[src/rtl/window_scan_ctrl.sv]
// -----------------------------------------------------------------------------
// window_scan_ctrl
//
// Drives a 3x3 window buffer across an IMG_W x IMG_H image in serpentine order
// (right along even rows, left along odd rows, one step down at each row end).
// The first window of a frame is filled with nine reads. Every later window is
// produced by one shift of the buffer followed by three reads that supply the
// newly exposed column or row.
//
// Ports
//   clk          single clock, rising edge
//   n_rst        synchronous active-low reset
//   frame_start  one-cycle request to scan a frame (ignored while busy)
//   start_read   one-cycle pulse: load pixel rd_addr into window slot count
//   read_done    window buffer finished the current read
//   start_shift  one-cycle pulse: shift the window in direction shift_direc
//   shift_direc  01 right, 10 down, 11 left, 00 when no shift is pending
//   shift_done   window buffer finished the current shift
//   count        target window slot 0..8, row-major, slot 0 top-left
//   rd_addr      pixel address row*IMG_W + col
//   win_valid    all nine slots hold the window centred at (win_x, win_y)
//   win_ack      downstream stage consumed the window
//   win_x/win_y  window centre column/row
//   busy         a frame is in progress
//   frame_done   one-cycle pulse after the last window was acknowledged
// -----------------------------------------------------------------------------
module window_scan_ctrl #(
  parameter int IMG_W  = 16,
  parameter int IMG_H  = 16,
  parameter int ADDR_W = 16
) (
  input  logic              clk,
  input  logic              n_rst,
  input  logic              frame_start,
  output logic              start_read,
  input  logic              read_done,
  output logic              start_shift,
  output logic [1:0]        shift_direc,
  input  logic              shift_done,
  output logic [3:0]        count,
  output logic [ADDR_W-1:0] rd_addr,
  output logic              win_valid,
  input  logic              win_ack,
  output logic [11:0]       win_x,
  output logic [11:0]       win_y,
  output logic              busy,
  output logic              frame_done
);

  typedef enum logic [3:0] {
    IDLE,
    FILL_REQ,
    FILL_WAIT,
    WIN_RDY,
    SHIFT_REQ,
    SHIFT_WAIT,
    LOAD_REQ,
    LOAD_WAIT,
    DONE
  } state_t;

  localparam logic [1:0] DIR_NONE  = 2'b00;
  localparam logic [1:0] DIR_RIGHT = 2'b01;
  localparam logic [1:0] DIR_DOWN  = 2'b10;
  localparam logic [1:0] DIR_LEFT  = 2'b11;

  // Last legal centre column/row; the window never touches the image border
  // with its centre.
  localparam logic [11:0] X_LAST = 12'(IMG_W - 2);
  localparam logic [11:0] Y_LAST = 12'(IMG_H - 2);

  // Unsigned address at full ADDR_W width; legal parameters never overflow.
  function automatic logic [ADDR_W-1:0] pix_addr(input logic [11:0] row,
                                                 input logic [11:0] col);
    pix_addr = ADDR_W'(row) * ADDR_W'(IMG_W) + ADDR_W'(col);
  endfunction

  state_t      state, state_n;
  logic [11:0] cx, cx_n;
  logic [11:0] cy, cy_n;
  logic [11:0] row, row_n;      // pixel row of the pending read
  logic [11:0] col, col_n;      // pixel column of the pending read
  logic [3:0]  slot, slot_n;    // window slot of the pending read
  logic [1:0]  ld_cnt, ld_cnt_n;
  logic [1:0]  dir, dir_n;      // direction of the last move, kept for loads
  logic [1:0]  direc_n;

  // ---------------------------------------------------------------------------
  // Next-state and next-datapath logic
  // ---------------------------------------------------------------------------
  always_comb begin
    state_n  = state;
    cx_n     = cx;
    cy_n     = cy;
    row_n    = row;
    col_n    = col;
    slot_n   = slot;
    ld_cnt_n = ld_cnt;
    dir_n    = dir;
    direc_n  = shift_direc;

    unique case (state)
      IDLE: begin
        if (frame_start) begin
          cx_n    = 12'd1;
          cy_n    = 12'd1;
          row_n   = 12'd0;
          col_n   = 12'd0;
          slot_n  = 4'd0;
          state_n = FILL_REQ;
        end
      end

      FILL_REQ: state_n = FILL_WAIT;

      // Completions are only looked at here, so a done that coincides with
      // the request pulse, or that arrives in any other state, is dropped.
      FILL_WAIT: begin
        if (read_done) begin
          if (slot == 4'd8) begin
            state_n = WIN_RDY;
          end else begin
            slot_n = slot + 4'd1;
            if (col == cx + 12'd1) begin
              col_n = cx - 12'd1;
              row_n = row + 12'd1;
            end else begin
              col_n = col + 12'd1;
            end
            state_n = FILL_REQ;
          end
        end
      end

      // Window row y-1 is even exactly when the centre row y is odd.
      WIN_RDY: begin
        if (win_ack) begin
          if (cy[0] && (cx < X_LAST)) begin
            dir_n   = DIR_RIGHT;
            direc_n = DIR_RIGHT;
            state_n = SHIFT_REQ;
          end else if (!cy[0] && (cx > 12'd1)) begin
            dir_n   = DIR_LEFT;
            direc_n = DIR_LEFT;
            state_n = SHIFT_REQ;
          end else if (cy < Y_LAST) begin
            dir_n   = DIR_DOWN;
            direc_n = DIR_DOWN;
            state_n = SHIFT_REQ;
          end else begin
            state_n = DONE;
          end
        end
      end

      SHIFT_REQ: state_n = SHIFT_WAIT;

      // Move the centre and aim the first of three reads at the strip of
      // pixels the shift exposed.
      SHIFT_WAIT: begin
        if (shift_done) begin
          direc_n  = DIR_NONE;
          ld_cnt_n = 2'd0;
          state_n  = LOAD_REQ;
          unique case (dir)
            DIR_RIGHT: begin
              cx_n   = cx + 12'd1;
              row_n  = cy - 12'd1;
              col_n  = cx + 12'd2;
              slot_n = 4'd2;
            end
            DIR_LEFT: begin
              cx_n   = cx - 12'd1;
              row_n  = cy - 12'd1;
              col_n  = cx - 12'd2;
              slot_n = 4'd0;
            end
            default: begin
              cy_n   = cy + 12'd1;
              row_n  = cy + 12'd2;
              col_n  = cx - 12'd1;
              slot_n = 4'd6;
            end
          endcase
        end
      end

      LOAD_REQ: state_n = LOAD_WAIT;

      // Horizontal moves load a column (slot stride 3), a down move loads a
      // row (slot stride 1).
      LOAD_WAIT: begin
        if (read_done) begin
          if (ld_cnt == 2'd2) begin
            state_n = WIN_RDY;
          end else begin
            ld_cnt_n = ld_cnt + 2'd1;
            if (dir == DIR_DOWN) begin
              col_n  = col + 12'd1;
              slot_n = slot + 4'd1;
            end else begin
              row_n  = row + 12'd1;
              slot_n = slot + 4'd3;
            end
            state_n = LOAD_REQ;
          end
        end
      end

      DONE: state_n = IDLE;

      default: state_n = IDLE;
    endcase
  end

  // ---------------------------------------------------------------------------
  // State and datapath registers
  // ---------------------------------------------------------------------------
  always_ff @(posedge clk) begin
    if (!n_rst) begin
      state       <= IDLE;
      cx          <= 12'd0;
      cy          <= 12'd0;
      row         <= 12'd0;
      col         <= 12'd0;
      slot        <= 4'd0;
      ld_cnt      <= 2'd0;
      dir         <= DIR_NONE;
      shift_direc <= DIR_NONE;
      rd_addr     <= '0;
    end else begin
      state       <= state_n;
      cx          <= cx_n;
      cy          <= cy_n;
      row         <= row_n;
      col         <= col_n;
      slot        <= slot_n;
      ld_cnt      <= ld_cnt_n;
      dir         <= dir_n;
      shift_direc <= direc_n;
      // Registered so address and slot are stable from the request pulse
      // until the matching completion.
      rd_addr     <= pix_addr(row_n, col_n);
    end
  end

  // ---------------------------------------------------------------------------
  // Outputs decoded from state
  // ---------------------------------------------------------------------------
  assign start_read  = (state == FILL_REQ) || (state == LOAD_REQ);
  assign start_shift = (state == SHIFT_REQ);
  assign win_valid   = (state == WIN_RDY);
  assign busy        = (state != IDLE) && (state != DONE);
  assign frame_done  = (state == DONE);
  assign count       = slot;
  assign win_x       = cx;
  assign win_y       = cy;

endmodule
[config.mk]
export PLATFORM = sky130hd
export DESIGN_NAME = window_scan_ctrl
export DESIGN_NICKNAME = d
export VERILOG_FILES = /design/src/rtl/window_scan_ctrl.sv
export SDC_FILE = /design/constraint.sdc
export NUM_CORES = 1
export LEC_CHECK = 0
export ABC_AREA = 1
export BUFFER_PORTS_ARGS = -buffer_cell sky130_fd_sc_hd__buf_2
export CAP_MARGIN = 30
export CELL_PAD_IN_SITES_DETAIL_PLACEMENT = 0
export CELL_PAD_IN_SITES_GLOBAL_PLACEMENT = 1
export CORE_MARGIN = 5
export CORE_UTILIZATION = 43
export CTS_CLUSTER_DIAMETER = 100
export DETAILED_ROUTE_END_ITERATION = 6
export PLACE_DENSITY_LB_ADDON = 0.1
export SYNTH_ARGS = -nofsm -noshare
export SYNTH_HDL_FRONTEND = slang
export SYNTH_SLANG_ARGS = --single-unit
[constraint.sdc]
create_clock -name clk -period 5.1 [get_ports clk]
set_input_delay 0.765 -clock clk [delete_from_list [all_inputs] [get_ports clk]]
set_output_delay 0.765 -clock clk [all_outputs]
set_load 0.01 [all_outputs]
==> results of run 1 <==
## where the power goes
group	internal (mW)	total [mW]	switching, mW
Sequential	0.628	0.689	0.0605
Clock	0.340	0.611	0.271
Combinational	0.244	0.793	0.550
Total	1.21	2.09	0.881
## flip-flops by register name, indices dropped and copies added, names as in the netlist, named ones only
signal and flops:
state 4, dir 2, shift_direc 2, ld_cnt 2, rd_addr 12, row 12, win_y 12, col 8
count 4, win_x 12
## worst paths after layout
kind / start / end / slack (ps) / cells past startpoint
setup / recovery: win_x[0] / rd_addr[14] / 520 / 26
hold / removal: shift_direc[1] / shift_direc[1] / 460 / 2
setup reg to reg: win_x[0] / rd_addr[14] / 520 / 26
hold reg to reg: shift_direc[1] / shift_direc[1] / 460 / 2
## layout by cell type, fill, tap and decap left out, types with 10 or more instances in the layout
master	synthesis	routed
nand2_1	256	256
inv_1	144	144
nor2_1	116	116
a21oi_1	75	75
dfxtp_1	74	74
nand3_1	70	70
o21ai_0	68	68
buf_2	7	56
xor2_1	40	40
ha_1	22	22
o211ai_1	20	20
nor3_1	14	14
buf_4	7	13
nor2_2	12	12
a31oi_1	11	11
nand4_1	10	10
## cell families (layout without fill, tap and decap cells)
| family | after synthesis | count (layout) | synth area share |
|---|---|---|---|
| xor gates and xnor gates | 47 | 47 | 0.0630 |
| AOI/OAI and AO/OA | 230 | 230 | 0.209 |
| and+or+nand+nor | 513 | 513 | 0.344 |
| buffers and inverters | 185 | 238 | 0.112 |
| adders and majority gates | 23 | 23 | 0.0452 |
| DFF | 74 | 74 | 0.227 |
## critical path, cell delays in order (launching register included)
cell and delay [ps]:
dfxtp_1 540, inv_2 150, ha_1 420, xnor2_1 170
nand2_1 80, nor2_1 110, nand3_1 70, nor2_1 110
nand2_2 90, nor2_4 140, nand2_1 230, a31oi_1 290
o221ai_1 170, ha_1 260, fa_1 390, nand2_1 90
nand2_1 60, a21oi_1 200, o21ai_0 140, nand2_1 70
inv_1 40, o21ai_0 230, nand2_1 80, nand3_1 130
nor2_1 70, nor2_1 90, nor2_1 40
## per-stage QoR
step,util,hold slack (ps)
final,0.483,464
after global routing,0.483,483
after CTS,0.483,467
after detailed placement,0.465,457
after global placement,0.465,451
after floorplan,-,463
## per-layer routing
layer	vias to the layer above	wire length, um	track usage
met5	-	0	0
met4	0	548	0.0783
met3	35	1300	0.0397
met2	248	10100	0.401
met1	3191	10100	0.341
li1	3661	-	-
## cell type report
cell class	instances	share of cell area
multi-input combinational	813	0.595
sequential	74	0.204
inverter	154	0.0796
timing repair buffer	69	0.0520
clock buffer	11	0.0334
tap	188	0.0324
clock inverter	4	0.00396
==> flow_metrics.env, run 1 <==
export IMPL_tightest_slew_ps=673
export IMPL_async_flop_share=0
export IMPL_grt_pass1_vias=6623
export IMPL_path_max_fanout=10
export IMPL_post_cts_buffers=0
export IMPL_drt_vias_per_instance=5.43
export IMPL_setup_viol=0
export IMPL_p_leak_nw=3.37
export IMPL_max_slew_margin=0.551
export IMPL_synthTopCellsByCount="nand2_1 (256), inv_1 (144), nor2_1 (116)"
export IMPL_min_period_ps=4580
export IMPL_port_buffers=56
export IMPL_diodes=0
export IMPL_dp_cells=1298
export IMPL_netlist_instances=1072
export IMPL_cp_start_kind="flop"
export IMPL_slew_violations=0
export IMPL_cts_resized=0
export IMPL_cp_required_ps=5340
export IMPL_yosys_warnings=0
export IMPL_clk_pin_slew_ps=60
export IMPL_cts_sinks=74
export IMPL_drcViolationCount=0
export IMPL_pre_cts_slack_ps=554
export IMPL_gr_total_overflow=0
export IMPL_placed_cell_area_um2=6990
export IMPL_grt_max_degree=36
export IMPL_ys_seq_area_frac=0.227
export IMPL_pin_count=57
export IMPL_finClkSkew_ps=8.33
export IMPL_antenna_found_initial=0
export IMPL_area_growth_pct=11.2
export IMPL_numCtsBuffers=9
export IMPL_hold_path_class="reg2reg"
export IMPL_synth_top_area_cell="dfxtp_1"
export IMPL_multi_input_area_um2=4320
export IMPL_routed_wl_mm=22.1
export IMPL_status="finished clean"
export IMPL_die_height_um=133
export IMPL_grt_pass1_wl_mm=35.3
export IMPL_first_pass_iters=5
export IMPL_syn_cell_area_um2=6530
export IMPL_drt_iter0_markers=598
export IMPL_setup_tns_final_ps=0
export IMPL_ctsHoldBuffers=0
export IMPL_max_freq_mhz=219
export IMPL_fill_cells=1648
export IMPL_synthTopCellsByArea="dfxtp_1 (23%), nand2_1 (15%), inv_1 (8.3%)"
export IMPL_syn_nets=1101
export IMPL_rsz0062_at_grt="false"
export IMPL_core_area_um2=15000
export IMPL_critPathArrivalTime_ps=4820
export IMPL_drtAntennaViolNets=0
export IMPL_fin_nets=1150
export IMPL_die_x_um=133
export IMPL_synth_edf_count=0
export IMPL_grt_usage=0.249
export IMPL_hold_violations=0
export IMPL_vias=7135
export IMPL_synth_top_area_frac=0.227
export IMPL_h_tree_depth=3
export IMPL_cp_end_kind="flop"
export IMPL_finalInstanceArea_um2=7260
export IMPL_setup_ws_ps=524
export IMPL_synth_ff_type="dfxtp_1"
export IMPL_num_rows=45
export IMPL_power_mw=2.09
export IMPL_drive_above_1_share=0.110
export IMPL_seqCellArea_um2=1480
export IMPL_fin_crit_sh=0.897
export IMPL_ys_types=48
export IMPL_gp_congestion=0.923
export IMPL_powerDensity_nw_per_um2=288
export IMPL_dp_hpwl_mm=17.3
export IMPL_synth_avg_cell_area_um2=6.09
export IMPL_fp_dieArea_um2=17800
export IMPL_yosysMostFrequentCell="nand2_1"
export IMPL_cts_tree="done"
export IMPL_clock_root_buffer="clkbuf_16"
export IMPL_stdcell_count=1313
export IMPL_path_class="reg2reg"
export IMPL_start_util=0.434
export IMPL_cts_path_max_buffers=2
export IMPL_peakVddDrop_v=0.000160
export IMPL_insertion_delay_ps=350
export IMPL_cap_violations=0
export IMPL_wire_per_inst_um=16.8
export IMPL_ys_ff_latch=74
(Power assumes the default switching activity.)
==> run 2: changes to the inputs <==
Settings changed: CORE_UTILIZATION 43 to 39.
Clock period 5.1 ns to 3.65 ns, I/O delays scaled along.
==> run 2 against run 1 <==
Net effect:
- cell area up 20%
- core utilization grew 4.3 points
- sequential power rose by 38%
- setup slack lost 500 ps
- routed wire length up 8.1%
- total power grew 64%
- sequential share of layout area down 3.2 points
- critical path depth up 1
==> flow_metrics.env, run 2 (synthesis results as in run 1) <==
export IMPL_drt_vias_per_instance=5.17
export IMPL_worstReg2RegEnd="rd_addr[14]"
export IMPL_path_class="reg2reg"
export IMPL_drt_iter0_markers=423
export IMPL_power_mw=3.43
export IMPL_routed_wl_mm=23.8
export IMPL_hold_violations=0
export IMPL_die_x_um=139
export IMPL_fill_cells=1765
export IMPL_vias=7662
export IMPL_area_growth_pct=33.3
export IMPL_reg2regPathDepth=27
export IMPL_pre_cts_slack_ps=-290
export IMPL_slew_violations=0
export IMPL_max_slew_margin=0.572
export IMPL_fin_nets=1288
export IMPL_peakVddDrop_v=0.000231
export IMPL_cap_violations=0
export IMPL_setup_viol=0
export IMPL_dp_cells=1455
export IMPL_finClkSkew_ps=10.5
export IMPL_crit_start="win_x[0]"
export IMPL_max_freq_mhz=276
export IMPL_p_leak_nw=4.14
export IMPL_core_area_um2=16500
export IMPL_cp_required_ps=3890
export IMPL_insertion_delay_ps=350
export IMPL_hold_path_class="reg2reg"
export IMPL_drcViolationCount=0
export IMPL_antenna_found_initial=0
export IMPL_num_rows=47
export IMPL_status="finished clean"
export IMPL_layout_common_cells="nand2_1 (251), buf_4 (146), inv_1 (142)"
export IMPL_first_pass_iters=4
export IMPL_fp_dieArea_um2=19400
export IMPL_r2r_setup_slack_ps=30
export IMPL_tightest_slew_ps=639
export IMPL_rr_startpoint="win_x[0]"
export IMPL_clock_root_buffer="clkbuf_16"
export IMPL_h_tree_depth=3
export IMPL_grt_usage=0.242
export IMPL_utilization=0.527
export IMPL_grt_pass1_vias=7470
export IMPL_dp_hpwl_mm=18.8
export IMPL_powerDensity_nw_per_um2=394
export IMPL_cts_tree="done"
export IMPL_cts_sinks=74
export IMPL_gp_congestion=0.865
export IMPL_finalInstanceArea_um2=8700
export IMPL_start_util=0.395
export IMPL_clk_pin_slew_ps=60
export IMPL_path_max_fanout=5
export IMPL_cts_path_max_buffers=2
export IMPL_fin_crit_sh=0.993
export IMPL_die_height_um=139
export IMPL_cp_end_kind="flop"
export IMPL_grt_max_degree=35
export IMPL_numCtsBuffers=9
export IMPL_cp_start_kind="flop"
export IMPL_placed_cell_area_um2=7990
export IMPL_pin_count=57
export IMPL_gr_total_overflow=0
export IMPL_final_common_cell="nand2_1"
export IMPL_critPathArrivalTime_ps=3870
export IMPL_ctsHoldBuffers=0
export IMPL_crit_path_end="rd_addr[14]"
export IMPL_wire_per_inst_um=16.1
export IMPL_drive_above_1_share=0.247
export IMPL_rsz0062_at_grt="true"
export IMPL_min_period_ps=3620
export IMPL_drtAntennaViolNets=0
export IMPL_diodes=0
export IMPL_stdcell_count=1483
export IMPL_setup_ws_ps=27.0
export IMPL_grt_pass1_wl_mm=38.2
export IMPL_port_buffers=56
## run 2: changes by cell type in the layout (fill, tap and decap cells not counted), sizes merged
cell	delta
clkinvlp	-2
buf	+138
bufinv	+2
## run 2: layout make-up
cell class | count | area [um2] | share of cell area
clock buffer | 11 | 254 | 0.0292
tap | 220 | 275 | 0.0316
inverter | 154 | 578 | 0.0664
sequential | 74 | 1500 | 0.172
timing repair buffer | 207 | 1450 | 0.167
multi-input combinational | 813 | 4580 | 0.526
clock inverter | 4 | 73.8 | 0.00848
## run 2: repair_timing
| item | CTS | global route |
|---|---|---|
| resized for setup | 17 | 53 |
| setup endpoints to repair | 5 | 6 |
| setup buffers | 3 | 10 |
| pin swaps | 12 | 31 |
## run 2: per-stage QoR
stage	hold slack (ps)	setup TNS, ps
4_1_cts	471	-85.7
3_3_place_gp	449	-802
2_1_floorplan	463	0
5_1_grt	503	-925
3_5_place_dp	458	-960
6_report	466	0
## run 2: worst min-delay path by stage
stage | from | endpoint | slack, ps | depth (start not counted)
4_1_cts | shift_direc[1] | shift_direc[1] | 470 | 2
6_report | shift_direc[1] | shift_direc[1] | 470 | 2
3_5_place_dp | shift_direc[1] | shift_direc[1] | 460 | 2
2_1_floorplan | ld_cnt[0] | ld_cnt[0] | 460 | 2
3_3_place_gp | shift_direc[1] | shift_direc[1] | 450 | 2
5_1_grt | shift_direc[1] | shift_direc[1] | 500 | 2
## run 2: per-layer routing
layer,vias to the layer above,global-route usage,share of wire
met5,-,0,0
met4,0,0.0906,0.031
met3,49,0.0329,0.036
met2,185,0.412,0.47
met1,3511,0.313,0.46
li1,3917,-,-
## run 2: power breakdown
group	internal (mW)	switching [mW]
clock	0.637	0.379
combinational	0.581	0.885
sequential	0.880	0.0701
total	2.10	1.33
## run 2: worst max-delay path, stage by stage (launching register included)
cell and delay [ps]:
dfxtp_4 380, inv_2 60, ha_4 250, xnor2_2 140, nand2_1 80, nor2_1 140, nand3_1 80, nor2_1 110
nand2_2 100, nor2_4 110, buf_4 130, nand3_4 100, o21ai_2 150, a22oi_2 80, ha_2 220, fa_1 380
nand2_1 90, nand2_1 70, a21oi_2 180, o21ai_2 70, nand2_1 80, inv_2 40, o21ai_2 120, nand2_1 80
nand3_2 100, nor2_1 50, nor2_1 80, nor2_1 40
